`src/rtl/sprite_pkg.sv`:
```
// rtl/sprite_pkg.sv - shared FSM state type and default screen/colour constants for sprite_drawer
package sprite_pkg;

    typedef enum logic [1:0] {
        ST_IDLE = 2'd0,
        ST_ADDR = 2'd1,
        ST_WAIT = 2'd2,
        ST_OUT  = 2'd3
    } state_e;

    localparam int          DEF_SCREEN_W    = 640;
    localparam int          DEF_SCREEN_H    = 480;
    localparam logic [15:0] DEF_TRANSPARENT = 16'hF81F;

endpackage

```
`src/rtl/sprite_drawer.sv`:
```
// rtl/sprite_drawer.sv - sprite blitter from external ROM to framebuffer pixel stream
// Horizontal mirroring is built only when SPRITE_DRAWER_FLIP_EN is defined.
module sprite_drawer
    import sprite_pkg::*;
#(
    parameter int          SCREEN_W    = DEF_SCREEN_W,
    parameter int          SCREEN_H    = DEF_SCREEN_H,
    parameter logic [15:0] TRANSPARENT = DEF_TRANSPARENT
) (
    input  logic        sram_clk,
    input  logic        reset_n,
    input  logic        req_valid,
    output logic        req_ready,
    input  logic [9:0]  req_x,
    input  logic [9:0]  req_y,
    input  logic [5:0]  req_w,
    input  logic [5:0]  req_h,
    input  logic [15:0] req_base,
    input  logic        req_flip,
    output logic [15:0] rom_addr,
    input  logic [15:0] rom_data,
    output logic [9:0]  program_x,
    output logic [9:0]  program_y,
    output logic [15:0] program_data,
    output logic        pix_valid,
    input  logic        pix_ready,
    output logic        busy
);

    state_e      state_q, state_d;
    logic [9:0]  x_q, x_d, y_q, y_d;
    logic [5:0]  w_q, w_d, h_q, h_d;
    logic [5:0]  col_q, col_d, row_q, row_d;
    logic [15:0] row_base_q, row_base_d;
    logic [15:0] rom_addr_q, rom_addr_d;
    logic [15:0] data_q, data_d;

    logic [5:0]  col_off;
    logic [15:0] addr_calc;
    logic [10:0] px, py;
    logic        skip, last_col, last_px;

`ifdef SPRITE_DRAWER_FLIP_EN
    logic flip_q, flip_d;
    assign col_off = flip_q ? (w_q - 6'd1 - col_q) : col_q;
`else
    logic unused_flip;
    assign unused_flip = req_flip;
    assign col_off     = col_q;
`endif

    assign addr_calc = row_base_q + {10'd0, col_off};
    // 11-bit sums so sprites hanging past the right/bottom edge clip instead of wrapping
    assign px        = {1'b0, x_q} + {5'd0, col_q};
    assign py        = {1'b0, y_q} + {5'd0, row_q};
    assign skip      = (px >= 11'(SCREEN_W)) || (py >= 11'(SCREEN_H)) || (data_q == TRANSPARENT);
    assign last_col  = (col_q == w_q - 6'd1);
    assign last_px   = last_col && (row_q == h_q - 6'd1);

    always_ff @(posedge sram_clk or negedge reset_n) begin
        if (!reset_n) begin
            state_q    <= ST_IDLE;
            x_q        <= '0;
            y_q        <= '0;
            w_q        <= '0;
            h_q        <= '0;
            col_q      <= '0;
            row_q      <= '0;
            row_base_q <= '0;
            rom_addr_q <= '0;
            data_q     <= '0;
`ifdef SPRITE_DRAWER_FLIP_EN
            flip_q     <= 1'b0;
`endif
        end else begin
            state_q    <= state_d;
            x_q        <= x_d;
            y_q        <= y_d;
            w_q        <= w_d;
            h_q        <= h_d;
            col_q      <= col_d;
            row_q      <= row_d;
            row_base_q <= row_base_d;
            rom_addr_q <= rom_addr_d;
            data_q     <= data_d;
`ifdef SPRITE_DRAWER_FLIP_EN
            flip_q     <= flip_d;
`endif
        end
    end

    always_comb begin
        state_d    = state_q;
        x_d        = x_q;
        y_d        = y_q;
        w_d        = w_q;
        h_d        = h_q;
        col_d      = col_q;
        row_d      = row_q;
        row_base_d = row_base_q;
        rom_addr_d = rom_addr_q;
        data_d     = data_q;
`ifdef SPRITE_DRAWER_FLIP_EN
        flip_d     = flip_q;
`endif
        case (state_q)
            ST_IDLE: begin
                if (req_valid) begin
                    x_d        = req_x;
                    y_d        = req_y;
                    w_d        = req_w;
                    h_d        = req_h;
                    col_d      = '0;
                    row_d      = '0;
                    row_base_d = req_base;
`ifdef SPRITE_DRAWER_FLIP_EN
                    flip_d     = req_flip;
`endif
                    // an empty sprite is accepted and dropped without leaving IDLE
                    if (req_w != 6'd0 && req_h != 6'd0)
                        state_d = ST_ADDR;
                end
            end
            ST_ADDR: begin
                rom_addr_d = addr_calc;
                state_d    = ST_WAIT;
            end
            ST_WAIT: begin
                data_d  = rom_data;
                state_d = ST_OUT;
            end
            ST_OUT: begin
                if (skip || pix_ready) begin
                    state_d = last_px ? ST_IDLE : ST_ADDR;
                    if (last_col) begin
                        col_d      = '0;
                        row_d      = row_q + 6'd1;
                        row_base_d = row_base_q + {10'd0, w_q};
                    end else begin
                        col_d = col_q + 6'd1;
                    end
                end
            end
            default: state_d = ST_IDLE;
        endcase
    end

    always_comb begin
        req_ready    = (state_q == ST_IDLE);
        busy         = (state_q != ST_IDLE);
        rom_addr     = (state_q == ST_ADDR) ? addr_calc : rom_addr_q;
        pix_valid    = (state_q == ST_OUT) && !skip;
        program_x    = px[9:0];
        program_y    = py[9:0];
        program_data = data_q;
    end

endmodule

```
`config.mk`:
```
export PLATFORM = sky130hd
export DESIGN_NAME = sprite_drawer
export DESIGN_NICKNAME = d
export VERILOG_FILES = /design/src/rtl/sprite_pkg.sv /design/src/rtl/sprite_drawer.sv
export SDC_FILE = /design/constraint.sdc
export NUM_CORES = 1
export LEC_CHECK = 0
export ABC_AREA = 0
export ABC_CLOCK_PERIOD_IN_PS = 3300
export BUFFER_PORTS_ARGS = -buffer_cell sky130_fd_sc_hd__buf_2
export CORE_MARGIN = 1.5
export CORE_UTILIZATION = 50
export CTS_CLUSTER_DIAMETER = 100
export DETAILED_ROUTE_END_ITERATION = 12
export PLACE_DENSITY_LB_ADDON = 0.12
export SYNTH_ARGS = -nofsm -noshare
export SYNTH_HDL_FRONTEND = slang
export SYNTH_SLANG_ARGS = --single-unit
```
`constraint.sdc`:
```
create_clock -name sram_clk -period 3.3 [get_ports sram_clk]
set_input_delay 0.33 -clock sram_clk [delete_from_list [all_inputs] [get_ports sram_clk]]
set_output_delay 0.33 -clock sram_clk [all_outputs]
set_load 0.005 [all_outputs]
```
==> run_results.csv <==
group,metric,value,unit
run_status,status,"finished clean",
cells_and_area,drive_above_1_share,31.6,%
sta,slew_headroom,53.0,%
sta,period_share,95.6,%
setup_path,endpoint_kind,"output pin",
route,drtPass1Iterations,4,
cells_and_area,multi_input_area,3330,um^2
setup_path,r2r_cells,10,
floorplanning,io_pins,124,
route,drtAntennaViolNets,0,
clocking,cts.sinks,94,
placed_design,place.gp.congestion,0.792,
setup_path,r2r-end,"row_q[2]",
setup_path,criticalPathCategory,"reg -> out",
route,met3_length,568,um
grt,grt_pass1_wl,22800,um
cells_and_area,most-common-layout-cells,"buf_2 (121), dfrtp_1 (94), mux2_2 (55)",
yosys,yosysSeqAreaShare,40.1,%
yosys,synth.yosys.warnings,0,
setup_path,cp-startpoint,"x_q[0]",
yosys,synth.cell_area,5870,um^2
floorplanning,rows,39,
flow_run,cap_violations,0,
hold_path,holdPathEnd,"row_base_q[13]",
floorplanning,fp.dieArea,12400,um^2
pwr,vdd_drop_max,471,uV
clocking,cts_tree,"done",
yosys,netlist.area_leader.share,40.1,%
placed_design,hpwl,10200,um
route,drtIter0Drc,243,
yosys,synth_cell_types,69,
placed_design,port_buffers,122,
grt,first_global_vias,4757,
setup_path,crit_family,"compound AO/OA/AOI/OAI gates",
clocking,cts_buffers,9,
route,wirelength,13700,um
cells_and_area,regArea,2350,um^2
yosys,postSynth.asyncResetShare,100,%
pwr,powerDensity,1050,nW/um^2
yosys,syn_nets,680,
sta,fin_tns_setup,0,ps
setup_path,crit_buf_inv,1,
sta,hold_viol_final,0,
setup_path,r2r_slack,190,ps
yosys,synthCells,575,
setup_path,cp.required,2970,ps
route,vias,4805,
hold_path,holdPathStages,3,
setup_path,cp_data_arrival_time,2820,ps
grt,grt-ovfl-total,0,
hold_path,worstHoldPathType,"in -> reg",
floorplanning,die_h,111,um
sta,max_clock_freq,0.317,GHz
yosys,synth_flop_cell,"dfrtp_1",
setup_path,worstPathCellList,"ha_1 > fa_1 > a21oi_2 > o221a_2 > o311a_1 > o41ai_4 > nor4_4 > buf_2",
cells_and_area,antenna_cells,0,
yosys,synth_top_area_cell,"dfrtp_1",
cells_and_area,area_delta_synth_final,18.8,%
sta,period_needed,3150,ps
cells_and_area,finish.utilization,61.1,%
floorplanning,die_w,111,um
route,m1WireLength,6230,um
route,drc_errors,0,
sta,timing_max_transition_violations_final,0,
cells_and_area,final_nets,802,
yosys,ys_ff_latch,94,
setup_path,crit_path_max_fanout,5,
yosys,postSynthAreaPerCell,10.2,um^2
route,vias_per_cell,5.69,
clocking,cts_max_level,3,
clocking,clock-root-buffer,"clkbuf_16",
sta,fin_skew,8.84,ps
route,highest_layer,"met4",
clocking,clk_pin_slew_worst_paths,70,ps
setup_path,cp_slowest_cell,"nor4_4",
pwr,p_leak,0.00317,uW
grt,grt_max_degree,43,
cells_and_area,fill_cells,1009,
sta,setup_viol,0,
floorplanning,core,11400,um^2
clocking,clk_path_buf_depth,2,
yosys,synth_area_leaders,"dfrtp_1 (40%), mux2_2 (11%), ha_1 (6.8%)",
sta,tightest_slew,705,ps
route,wl_per_cell,16.2,um
cells_and_area,final_common_cell,"buf_2",
clocking,insertion_delay,350,ps
grt,grt.total_usage,22.5,%
yosys,synth_enable_flop_cells,0,
hold_path,holdCritStartpoint,"req_base[13]",
setup_path,startpoint_type,"register",
setup_path,r2r-start,"col_off[4]",
setup_path,slowest_delay,440,ps
route,dr_wl_met2,6580,um
sta,rsz0062_at_grt,"no",
floorplanning,initial_utilization,51.4,%
grt,antenna_found_initial,0,
[synth_stat cells, drive strengths merged, types with 8 or more instances]
cell	number
dfrtp	94
ha	32
xor2	13
nand2b	8
buf	9
o211ai	10
nand4	8
nand3	29
o21ai	20
clkbuf	15
nor3	10
nand2	29
mux2	55
a21oi	42
xnor2	29
inv	32
nor2	31
mux2i	13
[routing by layer]
metal / vias to the layer above / global-route usage, %
li1: 2325 / -
met1: 2348 / 29.3
met2: 110 / 37.8
met3: 22 / 3.70
met4: 0 / 8.61
met5: - / 0
[power breakdown]
| group | internal (uW) | switching [uW] |
|---|---|---|
| registers | 1710 | 553 |
| clock network | 586 | 440 |
| logic | 1960 | 2060 |
[flip-flops by register name, indices dropped and copies added, names as in the netlist]
name / count
col_off: 6
h_q: 6
program_data: 16
rom_addr_q: 16
row_base_q: 16
row_q: 6
state_q: 2
w_q: 6
x_q: 10
y_q: 10
[kinds of logic (layout without fill, tap and decap cells)]
| family | Yosys count | count (layout) | synth area share [%] |
|---|---|---|---|
| AOI/OAI and AO/OA | 121 | 121 | 14.4 |
| muxes | 68 | 68 | 12.8 |
| and+or+nand+nor | 157 | 157 | 14.6 |
| adders and majority gates | 36 | 36 | 8.18 |
| xor gates and xnor gates | 42 | 42 | 6.26 |
| buffers and inverters | 57 | 184 | 3.83 |
| DFF | 94 | 94 | 40.1 |
[through the flow]
stage | hold slack, ps | cell area, um^2 | cells | power, uW | worst slack, ps
2_1_floorplan | 34.4 | 5870 | 575 | 5040 | 457
5_1_grt | 211 | 6980 | 845 | 7930 | 11.0
6_report | 211 | 6980 | 845 | 7320 | 146
3_5_place_dp | 361 | 6660 | 828 | 6270 | 218
4_1_cts | 207 | 6960 | 845 | 7340 | 27.8
3_3_place_gp | 362 | 6660 | 828 | 6110 | 282
[worst reg2reg max path: stages (launching register included)]
cell       delay [ps]
dfrtp_1           490
ha_1              450
nand3_1           140
o211ai_2          270
or3b_1            400
a21oi_1           250
nor4_4            110
a21oi_4           320
buf_4             290
o21ai_0           140
o2bb2ai_1         140
[layout make-up]
cell class                      count  share of cell area, %
Sequential cell                    94                   33.7
Multi-Input combinational cell    424                   47.7
Timing Repair Buffer              135                   10.2
Clock buffer                       12                   3.39
Clock inverter                      4                  0.681
Tap cell                          143                   2.56
Inverter                           33                   1.78
[repair_timing]
item,in CTS,in global routing
hold buffers,1,0
buffers inserted,0,0
endpoints found under the hold margin,36,0
resized for setup,0,5
setup endpoints to repair,0,16
[how the worst max path moves through the flow]
stage,to,slack (ps),cells after the start
after floorplan,row_base_q[15],460,12
after global placement,row_base_q[13],280,12
after detailed placement,row_q[2],220,12
after CTS,pix_valid,30,9
after global routing,pix_valid,10,9
final,pix_valid,150,8
Power figures use the tool's default switching activity.
